`src/rtl/axis_desc_framer.sv`:
```
// rtl/axis_desc_framer.sv - descriptor-driven framer turning DMA read words into a keyed AXI-Stream
//
// Purpose: takes one command per descriptor and the word-aligned read data that
//   belongs to it. Each read word is forwarded as one output beat. The beat carries
//   a contiguous tkeep and a tlast on the final word of an EOP descriptor. tuser holds
//   the destination offset latched by the command that opened the packet.
// Ports:
//   aclk, aresetn             clock, asynchronous active-low reset
//   cmd_offset/len/eop/dst_off command fields; cmd_valid/cmd_ready handshake
//   cmd_done                  1-cycle pulse once a command is fully forwarded
//   rd_tdata/tlast/tvalid     read-engine stream in; rd_tready back-pressure
//   m_tdata/tkeep/tlast/tuser output stream; m_tvalid/m_tready handshake
//   err                       sticky rd_tlast mismatch flag
//   err_len                   1-cycle pulse for a dropped zero-length command
module axis_desc_framer #(
  parameter int    LEN_WIDTH         = 16,
  parameter string INPUT_BIG_ENDIAN  = "TRUE",
  parameter string OUTPUT_BIG_ENDIAN = "TRUE"
) (
  input  logic                 aclk,
  input  logic                 aresetn,
  input  logic [1:0]           cmd_offset,
  input  logic [LEN_WIDTH-1:0] cmd_len,
  input  logic                 cmd_eop,
  input  logic [1:0]           cmd_dst_off,
  input  logic                 cmd_valid,
  output logic                 cmd_ready,
  output logic                 cmd_done,
  input  logic [31:0]          rd_tdata,
  input  logic                 rd_tlast,
  input  logic                 rd_tvalid,
  output logic                 rd_tready,
  output logic [31:0]          m_tdata,
  output logic [3:0]           m_tkeep,
  output logic                 m_tlast,
  output logic [1:0]           m_tuser,
  output logic                 m_tvalid,
  input  logic                 m_tready,
  output logic                 err,
  output logic                 err_len
);
  localparam int CW         = LEN_WIDTH + 1;
  localparam bit SWAP_BYTES = (INPUT_BIG_ENDIAN != OUTPUT_BIG_ENDIAN);
  localparam bit KEEP_LSB0  = (OUTPUT_BIG_ENDIAN == "FALSE");

  typedef enum logic {S_IDLE, S_RUN} state_t;
  state_t state, state_nxt;

  logic [CW-1:0] word_cnt, word_total;
  logic [3:0]    first_be, last_be;
  logic          cur_eop, pkt_open;
  logic [1:0]    pkt_user;

  logic          skid_valid;
  logic [31:0]   skid_tdata;
  logic [3:0]    skid_tkeep;
  logic          skid_tlast;
  logic [1:0]    skid_tuser;

  logic          cmd_fire, cmd_zero, rd_fire, final_word, out_load;
  logic [CW-1:0] cmd_words;
  logic [1:0]    cmd_end_byte;
  logic [3:0]    beat_be, in_tkeep;
  logic [31:0]   in_tdata;
  logic          in_tlast;

  assign cmd_fire     = cmd_valid && cmd_ready;
  assign cmd_zero     = (cmd_len == '0);
  assign cmd_words    = (CW'(cmd_len) + CW'(cmd_offset) + CW'(3)) >> 2;
  // Byte lane of the last valid byte, modulo the word size.
  assign cmd_end_byte = cmd_offset + cmd_len[1:0] - 2'd1;
  assign rd_fire      = rd_tvalid && rd_tready;
  assign final_word   = (word_cnt == word_total - CW'(1));
  assign out_load     = !m_tvalid || m_tready;

  // Masks are kept in big-endian view (bit3 = byte0); a single-word command
  // naturally gets first & last.
  always_comb begin
    beat_be = 4'b1111;
    if (word_cnt == '0) beat_be = beat_be & first_be;
    if (final_word)     beat_be = beat_be & last_be;
  end

  assign in_tkeep = KEEP_LSB0 ? {beat_be[0], beat_be[1], beat_be[2], beat_be[3]} : beat_be;
  assign in_tdata = SWAP_BYTES ? {rd_tdata[7:0], rd_tdata[15:8], rd_tdata[23:16], rd_tdata[31:24]}
                               : rd_tdata;
  assign in_tlast = cur_eop && final_word;

  always_ff @(posedge aclk or negedge aresetn) begin
    if (!aresetn) state <= S_IDLE;
    else          state <= state_nxt;
  end

  always_comb begin
    state_nxt = state;
    cmd_ready = 1'b0;
    rd_tready = 1'b0;
    case (state)
      S_IDLE: begin
        cmd_ready = 1'b1;
        if (cmd_valid && !cmd_zero) state_nxt = S_RUN;
      end
      S_RUN: begin
        // Skid occupied means both buffer entries are in use.
        rd_tready = !skid_valid;
        if (rd_tvalid && !skid_valid && final_word) state_nxt = S_IDLE;
      end
      default: state_nxt = S_IDLE;
    endcase
  end

  always_ff @(posedge aclk or negedge aresetn) begin
    if (!aresetn) begin
      word_cnt   <= '0;
      word_total <= '0;
      first_be   <= 4'b0000;
      last_be    <= 4'b0000;
      cur_eop    <= 1'b0;
      pkt_open   <= 1'b0;
      pkt_user   <= 2'b00;
      cmd_done   <= 1'b0;
      err_len    <= 1'b0;
      err        <= 1'b0;
    end else begin
      cmd_done <= 1'b0;
      err_len  <= 1'b0;
      if (cmd_fire) begin
        if (cmd_zero) begin
          cmd_done <= 1'b1;
          err_len  <= 1'b1;
        end else begin
          word_cnt   <= '0;
          word_total <= cmd_words;
          first_be   <= 4'b1111 >> cmd_offset;
          last_be    <= 4'b1111 << (2'd3 - cmd_end_byte);
          cur_eop    <= cmd_eop;
          if (!pkt_open) begin
            pkt_user <= cmd_dst_off;
            pkt_open <= 1'b1;
          end
        end
      end
      if (rd_fire) begin
        word_cnt <= word_cnt + CW'(1);
        // The word count alone decides the command end; rd_tlast is only audited.
        if (rd_tlast != final_word) err <= 1'b1;
        if (final_word) begin
          cmd_done <= 1'b1;
          if (cur_eop) pkt_open <= 1'b0;
        end
      end
    end
  end

  // Two-entry buffer: the m_* registers are the head, the skid register the tail.
  // tuser travels with each beat so a new packet's offset never alters a stalled beat.
  always_ff @(posedge aclk or negedge aresetn) begin
    if (!aresetn) begin
      m_tvalid   <= 1'b0;
      m_tdata    <= '0;
      m_tkeep    <= 4'b0000;
      m_tlast    <= 1'b0;
      m_tuser    <= 2'b00;
      skid_valid <= 1'b0;
      skid_tdata <= '0;
      skid_tkeep <= 4'b0000;
      skid_tlast <= 1'b0;
      skid_tuser <= 2'b00;
    end else if (out_load) begin
      if (skid_valid) begin
        m_tvalid   <= 1'b1;
        m_tdata    <= skid_tdata;
        m_tkeep    <= skid_tkeep;
        m_tlast    <= skid_tlast;
        m_tuser    <= skid_tuser;
        skid_valid <= 1'b0;
      end else begin
        m_tvalid <= rd_fire;
        if (rd_fire) begin
          m_tdata <= in_tdata;
          m_tkeep <= in_tkeep;
          m_tlast <= in_tlast;
          m_tuser <= pkt_user;
        end
      end
    end else if (rd_fire) begin
      skid_valid <= 1'b1;
      skid_tdata <= in_tdata;
      skid_tkeep <= in_tkeep;
      skid_tlast <= in_tlast;
      skid_tuser <= pkt_user;
    end
  end
endmodule

```
`config.mk`:
```
export PLATFORM = sky130hd
export DESIGN_NAME = axis_desc_framer
export DESIGN_NICKNAME = d
export VERILOG_FILES = /design/src/rtl/axis_desc_framer.sv
export SDC_FILE = /design/constraint.sdc
export NUM_CORES = 1
export LEC_CHECK = 0
export CAP_MARGIN = 20
export CORE_ASPECT_RATIO = 1.5
export CORE_MARGIN = 2
export CORE_UTILIZATION = 58
export DETAILED_ROUTE_END_ITERATION = 8
export PLACE_DENSITY = 0.86
export SLEW_MARGIN = 20
export SYNTH_ARGS = -nofsm -noshare
export SYNTH_HDL_FRONTEND = slang
export SYNTH_SLANG_ARGS = --single-unit
```
`constraint.sdc`:
```
create_clock -name aclk -period 7.44 [get_ports aclk]
set_input_delay 1.488 -clock aclk [delete_from_list [all_inputs] [get_ports aclk]]
set_output_delay 1.488 -clock aclk [all_outputs]
set_load 0.02 [all_outputs]
```
==> out/qor.yml <==
finish:
  layout_common_cells: "dfrtp_1, clkdlybuf4s50_1, nand2_1, o21ai_0, mux2_2"
  design_area_um2: 7930
  layout-drive-gt1-share_pct: 13.3
  post-route-util_pct: 74.9
  diodes: 0
  nets: 770
  area_growth_pct: 25.7
  layout_commonest_cell: "dfrtp_1"
power:
  seqPwrFrac_pct: 37.8
  clockPowerShare_pct: 24.6
  power.ir.vdd_worst_v: 0.000285
  power_switching_mw: 1.21
  power_mw: 3.16
  powerDensity_nw_per_um2: 398
  leakage_nw: 3.30
  swShare_pct: 38.2
  power.internal_mw: 1.95
  combPwrFrac_pct: 37.7
critical_path:
  cp-endpoint: "skid_tdata[11]"
  r2r-start: "skid_valid"
  r2r_setup_slack_ps: 4250
  cp_data_required_time_ps: 7730
  rr_endpoint: "skid_tdata[11]"
  cp-startpoint: "rd_tvalid"
  r2r_cells: 5
  end_kind: "flip-flop"
  worst-setup-path-type: "in2reg"
  cp_max_fo: 44
  start_kind: "input port"
  crit_arrival_ps: 4090
global_route:
  antenna_found_initial: 0
  grt_pass1_wl_mm: 24.9
  grt_use_total_pct: 27.1
  grt_max_degree: 82
  grt_pass1_vias: 5247
  grt_overflow_total: 0
placement:
  place_congestion: 0.870
  hpwl_mm: 10.3
  io_buffers: 103
  place_area_um2: 7380
logic_synthesis:
  yosysTopAreaCellShare_pct: 50.4
  ys.warnings.count: 0
  muxShareOfSynthArea_pct: 12.2
  synth_area_leaders: "dfrtp_1, mux2_2, o21ai_0"
  ys_seq_elements: 127
  ys.flop_type: "dfrtp_1"
  synth.avg_cell_area_um2: 10.3
  async_flop_share_pct: 100
  synth-simple-area-share_pct: 15.4
  ys_seq_area_share_pct: 50.4
  synth.net_count: 682
  synth_compound_area_share_pct: 12.1
  synth_top_family_by_area: "simple AND/OR/NAND/NOR gates"
  netlist_instances: 615
  yosysUniqueCellTypes: 56
  yosys.area.top_type: "dfrtp_1"
  synth_area_um2: 6310
  synth_xor_area_share_pct: 4.30
  synth-edff-count: 0
  synthAdderAreaFrac_pct: 1.71
clock_network:
  cts_sinks: 127
  cts-htree-levels: 4
  clockBufferDepth: 2
  cts_tree: "done"
  cts_made_buffers: 17
  cts.root.buffer_cell: "clkbuf_16"
  hold_buffers: 0
  clock_latency_ps: 410
  postCtsSetupRepairBufs: 0
  clkSlewWorstSetupHoldPaths_ps: 60
  ctsResizeCount: 0
die:
  io_pins: 104
  die_height_um: 132
  die-area_um2: 11700
  core_um2: 10600
  start_util_pct: 59.6
  core.rowCount: 46
  die_w_um: 89.2
timing:
  fin_tns_setup_ps: 0
  final_hold_viol_count: 0
  max_clock_freq_ghz: 0.264
  grt_setup_unrepaired: "false"
  fin_crit_sh_pct: 51.0
  worst_pin_slew_ps: 997
  relSlewSlack_pct: 33.3
  post-route-min-period_ps: 3790
  setup_violations: 0
  finalMaxSlewViolations: 0
  fin_skew_ps: 8.48
detailed_routing:
  drc: 0
  first_pass_iters: 4
  num_vias: 4970
  final_antenna_net_count: 0
  vias_per_cell: 5.78
  wl_per_cell_um: 17.5
  wirelength_mm: 15.1
  drt_iter0_markers: 296
flow_run:
  drv_cap: 0
hold_path:
  hold_path_depth: 2
  hold_class: "reg2reg"
outcome:
  status: "finished clean"
-- critical path, cell delays in order --
cell	delay [ps]
clkdlybuf4s50_1	460
nand2b_1	80
nor2_1	690
nand2_2	820
mux2_2	530
-- cell type report --
class,instances,area [um^2]
clock buffers,18,429
repair buffers,107,1060
multi-input cells,432,2900
fillers,703,2660
inverters,18,67.6
flip-flops and latches,127,3180
clock inverters,14,120
well taps,144,180
-- registers in the layout, indices dropped and copies added (netlist names), 2 cells and up --
| register | flops |
|---|---|
| m_tkeep | 4 |
| m_tuser | 2 |
| skid_tdata | 32 |
| skid_tuser | 2 |
| m_tdata | 32 |
| word_cnt | 17 |
| word_total | 15 |
| last_be | 3 |
| pkt_user | 2 |
| first_be | 4 |
| skid_tkeep | 4 |
-- power groups by stage --
stage / Sequential [mW] / Combinational, mW / Clock, mW
2_1_floorplan: 1.24 / 0.690 / 0
3_3_place_gp: 1.17 / 1.13 / 0
3_5_place_dp: 1.19 / 1.18 / 0
4_1_cts: 1.19 / 1.20 / 0.782
5_1_grt: 1.23 / 1.30 / 0.818
6_report: 1.19 / 1.19 / 0.777
-- Yosys cell counts (all sizes together), types with 3 or more instances --
cell	count
o21ai	82
mux2	37
or2	3
o211ai	4
mux2i	35
nand2	90
a31oi	3
o22ai	8
clkbuf	32
or3	5
nand4	10
and3	10
xor2	15
nand2b	5
nor4	13
nand3	15
nor3	4
inv	18
ha	7
nor2b	3
dfrtp	127
nor2	27
buf	6
a21oi	9
or4	3
xnor2	16
o31ai	8
a21o	3
-- metal layers --
metal	share of wire, %	global-route usage (%)	up-vias
li1	-	-	2342
met1	37	31.7	2453
met2	54	45.7	134
met3	4.9	7.64	41
met4	3.4	11.5	0
met5	0	0	-
-- kinds of logic (layout without fill, tap and decap cells) --
logic type,after synthesis,in the layout
multiplexers,72,72
AND/OR/NAND/NOR,195,195
buffers and inverters,56,157
adder cells (fa/ha/maj),8,8
XOR/XNOR,31,31
flip-flops,127,127
AO/OA/AOI/OAI,126,126
-- worst min-delay path by stage --
stage / endpoint / slack (ps) / from
floorplan: err_len / 430 / state
global placement: skid_tlast / 460 / skid_tlast
detailed placement: err_len / 460 / state
CTS: m_tdata[3] / 480 / m_tdata[3]
global route: err / 510 / err
finish: m_tdata[3] / 480 / m_tdata[3]
-- through the flow --
| step | std cells | worst slack [ps] | hold WS, ps |
|---|---|---|---|
| after floorplan | 615 | 4200 | 432 |
| after global placement | 828 | 3300 | 461 |
| after global routing | 860 | 3520 | 505 |
| after CTS | 860 | 3700 | 484 |
| final | 860 | 3650 | 481 |
| after detailed placement | 828 | 3290 | 464 |
(Power assumes the default switching activity.)
